File: config.mk
export PLATFORM = sky130hd
export DESIGN_NAME = payment_collector
export DESIGN_NICKNAME = d
export VERILOG_FILES = /design/src/rtl/payment_collector.sv
export SDC_FILE = /design/constraint.sdc
export NUM_CORES = 1
export LEC_CHECK = 0
export ABC_AREA = 1
export CAP_MARGIN = 20
export CORE_MARGIN = 2
export CORE_UTILIZATION = 40
export CTS_CLUSTER_SIZE = 14
export DETAILED_ROUTE_END_ITERATION = 8
export SLEW_MARGIN = 20
export SYNTH_ARGS = -nofsm -noshare
export SYNTH_HDL_FRONTEND = slang
export SYNTH_SLANG_ARGS = --single-unit
File: constraint.sdc
create_clock -name clk -period 5.7 [get_ports clk]
set_input_delay 1.425 -clock clk [delete_from_list [all_inputs] [get_ports clk]]
set_output_delay 1.425 -clock clk [all_outputs]
set_load 0.01 [all_outputs]
File: src/rtl/payment_collector.sv
// Coin-accepting payment FSM: accumulates credit, vends with change, or refunds.
// Optional idle auto-refund is enabled by defining PAYMENT_TIMEOUT_EN.
module payment_collector #(
  parameter int COIN_VAL0      = 5,
  parameter int COIN_VAL1      = 10,
  parameter int COIN_VAL2      = 50,
  parameter int COIN_VAL3      = 100,
  parameter int TIMEOUT_CYCLES = 1000
) (
  input  logic        clk,
  input  logic        reset,
  input  logic        coin_valid,
  input  logic [1:0]  coin_type,
  input  logic        buy,
  input  logic        cancel,
  input  logic [15:0] price_due,
  output logic [15:0] amount_paid,
  output logic        vend,
  output logic        refund,
  output logic [15:0] change,
  output logic        change_valid,
  output logic        insufficient,
  output logic        coin_reject,
  output logic        busy
);

  typedef enum logic [1:0] {IDLE, COLLECT, VEND, REFUND} state_t;

  state_t      state, state_n;
  logic [15:0] paid_n, change_n, price_q, price_n, coin_value;
  logic [16:0] sum;
  logic        vend_n, refund_n, change_valid_n, insufficient_n, coin_reject_n, busy_n;
  logic        credited;
`ifdef PAYMENT_TIMEOUT_EN
  logic [31:0] idle_cnt, idle_cnt_n;
`endif

  always_comb begin
    coin_value = 16'(COIN_VAL0);
    case (coin_type)
      2'd0: coin_value = 16'(COIN_VAL0);
      2'd1: coin_value = 16'(COIN_VAL1);
      2'd2: coin_value = 16'(COIN_VAL2);
      2'd3: coin_value = 16'(COIN_VAL3);
      default: coin_value = 16'(COIN_VAL0);
    endcase
  end

  assign sum = {1'b0, amount_paid} + {1'b0, coin_value};

  // Change is formed from the price latched at the buy edge, so it is already valid in the VEND cycle
  always_comb begin
    state_n        = state;
    paid_n         = amount_paid;
    change_n       = change;
    price_n        = price_q;
    vend_n         = 1'b0;
    refund_n       = 1'b0;
    change_valid_n = 1'b0;
    insufficient_n = 1'b0;
    coin_reject_n  = 1'b0;
    busy_n         = 1'b0;
    credited       = 1'b0;
`ifdef PAYMENT_TIMEOUT_EN
    idle_cnt_n     = 32'd0;
`endif
    case (state)
      IDLE: begin
        if (coin_valid) begin
          paid_n  = coin_value;
          state_n = COLLECT;
        end
        if (buy) insufficient_n = 1'b1;
      end
      COLLECT: begin
        if (cancel) begin
          state_n        = REFUND;
          refund_n       = 1'b1;
          change_valid_n = 1'b1;
          change_n       = amount_paid;
          busy_n         = 1'b1;
          coin_reject_n  = coin_valid;
        end else if (buy) begin
          coin_reject_n = coin_valid;
          if (amount_paid >= price_due) begin
            state_n        = VEND;
            price_n        = price_due;
            vend_n         = 1'b1;
            change_valid_n = 1'b1;
            change_n       = amount_paid - price_due;
            busy_n         = 1'b1;
          end else begin
            insufficient_n = 1'b1;
          end
        end else if (coin_valid) begin
          if (sum[16]) begin
            coin_reject_n = 1'b1;
          end else begin
            paid_n   = sum[15:0];
            credited = 1'b1;
          end
        end
`ifdef PAYMENT_TIMEOUT_EN
        if (state_n == COLLECT && !credited) begin
          if (idle_cnt >= 32'(TIMEOUT_CYCLES - 1)) begin
            state_n        = REFUND;
            refund_n       = 1'b1;
            change_valid_n = 1'b1;
            change_n       = amount_paid;
            busy_n         = 1'b1;
          end else begin
            idle_cnt_n = idle_cnt + 32'd1;
          end
        end
`endif
      end
      VEND, REFUND: begin
        paid_n        = 16'd0;
        state_n       = IDLE;
        coin_reject_n = coin_valid;
      end
      default: state_n = IDLE;
    endcase
  end

  always_ff @(posedge clk) begin
    if (reset) begin
      state        <= IDLE;
      amount_paid  <= 16'd0;
      change       <= 16'd0;
      price_q      <= 16'd0;
      vend         <= 1'b0;
      refund       <= 1'b0;
      change_valid <= 1'b0;
      insufficient <= 1'b0;
      coin_reject  <= 1'b0;
      busy         <= 1'b0;
`ifdef PAYMENT_TIMEOUT_EN
      idle_cnt     <= 32'd0;
`endif
    end else begin
      state        <= state_n;
      amount_paid  <= paid_n;
      change       <= change_n;
      price_q      <= price_n;
      vend         <= vend_n;
      refund       <= refund_n;
      change_valid <= change_valid_n;
      insufficient <= insufficient_n;
      coin_reject  <= coin_reject_n;
      busy         <= busy_n;
`ifdef PAYMENT_TIMEOUT_EN
      idle_cnt     <= idle_cnt_n;
`endif
    end
  end

endmodule

* After elaboration in Yosys (flattened, before gate mapping)
Index checks and enable logic that the tools add are counted. W data, S select, Z words.
Word-level totals: register bits after elaboration 39, latch bits 0, memory bits (writable) 0, ROM bits 0, bits of input ports 23, output and inout bits 38, memories kept 0
Cells by class: add/sub/neg operators 2, $mul 0, divide/modulo/power cells 0, order comparisons 1, equality and inequality tests 13, shift-type cells 0, muxes and demuxes 29, bitwise gates (word level) 1, reductions and logical operators 10
Operators by type and width (count):
- $mux W16 | 8
- $pmux W16 S4 | 1
- $pmux W16 S3 | 1
- $add A16 B16 Y17 | 1
- $ge A16 B16 Y1 | 1
- $sub A16 B16 Y16 | 1
- $mux W1 | 12
- $ne A2 B2 Y1 const B | 5
- $eq A2 B2 Y1 const B | 4
- $mux W2 | 4
- $ne A3 B3 Y1 const B | 2
- $pmux W2 S3 | 1
- $reduce_and A3 Y1 | 2
- $reduce_and A5 Y1 | 1
- $eq A2 B1 Y1 const B | 2
- $logic_not A2 Y1 | 2
- $pmux W1 S2 | 2
- $reduce_bool A2 Y1 | 2
- $reduce_or A2 Y1 | 2
- $reduce_or A3 Y1 | 1
- $not A1 Y1 | 1

* Depth between registers and ports, before layout
depth after elaboration 8, mapped depth 17

* Worst setup path after synthesis
No wires, ideal clock.
path kind input to register, start point in coin_type[0], end point reg amount_paid[10], data arrival time 3.276 ns, data required time 5.630 ns, slack 2.354 ns, stages on the path 16, path buffers 1, cell sequence inv_1 -> ha_1 -> inv_1 -> fa_1 -> inv_1 -> nand3_1 -> nand2_2 -> nand2_2 -> nand2_4 -> nand3_2 -> nand2_2 -> nand2_2 -> nand2_4 -> buf_8 -> nand2_1 -> a21oi_2
On the way: longest elaborated chain between the ends 8, elaborated cells between the ends (all ways) 13
RTL lines:
- from (decl) | line 13 | input logic [1:0] coin_type,
- $eq A2 B2 Y1 (tied with other cells) | line 40 | case (coin_type)
- $pmux W16 S4 * | line 40
- $add A16 B16 Y17 * | line 49 | assign sum = {1'b0, amount_paid} + {1'b0, coin_value};
- $mux W16 | line 96 | if (sum[16]) begin
- $mux W16 | line 95 | end else if (coin_valid) begin
- $mux W16 | line 83 | end else if (buy) begin
- $mux W16 | line 76 | if (cancel) begin
- $pmux W16 S3 | line 67 | case (state)
- to (signal assigned) | line 143 | amount_paid <= paid_n;
- to (decl) | line 17 | output logic [15:0] amount_paid,
Every way passes the cells marked *; elsewhere a longest branch is shown, timed or not. The select of a mux whose other input is x is not followed. A chain may end at the register's enable or synchronous reset.

* Final worst setup path
Same ends and word-level chain as after synthesis.

==> results.cfg <==
[logic_synthesis]
ys_seq_area_share_pct = 21.4
synth_mux_area_share_pct = 0
synth-seq-cells = 39
synth-simple-area-share_pct = 42.7
yosysWarnings = 0
synth_top_cell_by_area = nand2_1
async_flop_share_pct = 0
yosys_most_used_dff = dfxtp_1
syn_inst = 617
synth_compound_area_share_pct = 9.14
avgSynthCellArea_um2 = 5.92
synthTopCellsByArea = nand2_1, dfxtp_1, inv_1
synthAdderAreaFrac_pct = 10.3
synth_area_um2 = 3650
synth_edf_count = 0
synth_xor_xnor_area_share_pct = 1.92
synth_top_family_by_area = simple AND/OR/NAND/NOR gates
synth_top_cell_area_share_pct = 21.7
synth_nets = 669
yosysUniqueCellTypes = 41

[placement]
dp.cells = 771
hpwlAfterDp_um = 7880
gp_congestion = 0.945
place_area_um2 = 4300
portBuffers = 60

[power]
p_leak_nw = 2.28
p_per_area_nw_per_um2 = 191
seqPwrFrac_pct = 36.3
combPwrFrac_pct = 34.7
peakVddDrop_mv = 0.147
swShare_pct = 36.2
clkPwrFrac_pct = 29.0
power.total_mw = 0.843
p_sw_mw = 0.305
internal_power_mw = 0.538

[setup_path]
path_class = in2reg
crit_arrival_ns = 4.04
r2r-end = change[12]
cp_max_fo = 18
r2r_start = amount_paid[0]
worst_setup_path_start_kind = input pin
required_ns = 5.92
ff2ff_path_depth = 13
cp-end-kind = flip-flop
r2r_slack_ns = 3.18

[timing]
min_period_over_period_pct = 67.0
skew_ns = 0.00594
tightest_slew_ns = 0.843
fmax_ghz = 0.262
fin_crit_ns = 3.82
relSlewSlack_pct = 43.6
rsz0062_at_grt = false
hold-worst-slack_ns = 0.507
fin_setup_tns_ns = 0
hold_violations = 0
drv_slew = 0
finalSetupViolations = 0

[die]
coreArea_um2 = 8810
dieHeight_um = 99.6
fp.dieW_um = 99.6
io_pins = 61
initial_core_util_pct = 41.5
fp-row-count = 34
die_area_um2 = 9910

[clock_tree]
cts-resized-gates = 0
ctsHtreeMaxLevel = 2
post_cts_buffers = 0
postCtsHoldBufs = 0
cts_sinks = 39
ctsRootBufferMaster = clkbuf_8
cts_inserted_buffers = 5
insertion_delay_ns = 0.30
clk_path_buf_depth = 2
cts_tree = built
clk_pin_slew_ns = 0.09

[route]
ant_nets = 0
vias_per_cell = 4.83
vias = 3762
first_pass_iters = 4
routed_wl_um = 9930
drc = 0
dr.first_iter.drc_count = 210
wl_per_cell_um = 12.7

[global_route]
overflow = 0
antenna_found_initial = 0
grt_pass1_wl_um = 17200
grt_max_degree = 25
grt_pass1_vias = 3750
grtUsageTotal_pct = 21.2

[cells_and_area]
syn2layout_area_growth_pct = 20.9
mostFrequentLayoutCells = nand2_1, inv_1, clkdlybuf4s50_1
nets = 722
diodes = 0
fin_cells = 779
final_cell_area_um2 = 4420
layout-drive-gt1-share_pct = 7.60
layout_commonest_cell = nand2_1

[worst_hold_path]
holdPathStages = 1
min-delay-start = state[1]
min_to = insufficient
hp-class = reg2reg

[status]
status = finished clean

[job]
maxCapViolCount = 0
-- synthesized netlist by cell type (all sizes together), types with 3 or more instances --
cell,n
nand2,231
inv,118
nor2,60
dfxtp,39
nand3,39
a21oi,31
ha,27
o21ai,13
nand4,10
buf,9
nand3b,7
clkbuf,5
nor3,5
xor2,5
xnor2,3
-- routing by layer --
| layer | share of wire [%] | track usage [%] | routed length (um) | up-vias |
|---|---|---|---|---|
| met5 | 0 | 0 | 0 | - |
| met4 | 1.3 | 5.16 | 127 | 0 |
| met3 | 3.7 | 1.76 | 363 | 9 |
| met2 | 47 | 37.1 | 4670 | 75 |
| met1 | 48 | 28.3 | 4770 | 1675 |
| li1 | - | - | - | 2003 |
-- cells by family (layout without fill, tap and decap cells) --
family / after synthesis / after routing
fa+ha+maj: 29 / 29
simple gates: 355 / 355
flops: 39 / 39
compound gates: 53 / 53
xor+xnor: 8 / 8
buf+inv: 133 / 187
-- state kept, by name, summed over array words and instances (netlist names) --
signal,flops
refund,1
state,2
coin_reject,1
amount_paid,16
busy,1
vend,1
insufficient,1
change,16
-- cell type report --
cell class | count | area (um2)
multi-input combinational | 445 | 2340
clock buffer | 5 | 68.8
clock inverter | 3 | 43.8
timing repair buffer | 60 | 601
inverter | 119 | 447
tap | 108 | 135
fill | 979 | 4390
sequential | 39 | 781
-- power by group through the flow --
stage               clock [mW]  combinational (mW)  sequential [mW]
floorplan                    0               0.195            0.316
global placement             0               0.291            0.313
detailed placement           0               0.293            0.313
CTS                      0.251               0.294            0.307
global route             0.261               0.332            0.310
finish                   0.244               0.292            0.306
-- worst max path at each step --
stage	start	endpoint
2_1_floorplan	coin_type[0]	amount_paid[10]
3_3_place_gp	coin_type[0]	amount_paid[10]
3_5_place_dp	coin_type[0]	amount_paid[10]
4_1_cts	coin_type[0]	amount_paid[10]
5_1_grt	coin_type[0]	amount_paid[12]
6_report	coin_type[0]	amount_paid[10]
-- worst max-delay path: stages --
cell and delay [ns]:
clkdlybuf4s50_1 0.51, inv_1 0.08, ha_1 0.33, inv_1 0.10, fa_1 0.43, inv_1 0.09, nand3_1 0.08, nand2_2 0.11
nand2_2 0.06, nand2_4 0.09, nand3_2 0.10, nand2_2 0.12, nand2_2 0.07, nand2_4 0.21, nand2_1 0.10, a21oi_2 0.14
-- metrics by stage --
step / utilization [%] / worst slack, ns
floorplan: - / 2.35
CTS: 50.2 / 1.86
global route: 50.2 / 1.64
global placement: 48.9 / 1.58
detailed placement: 48.9 / 1.55
finish: 50.2 / 1.88
Power figures use the tool's default switching activity.
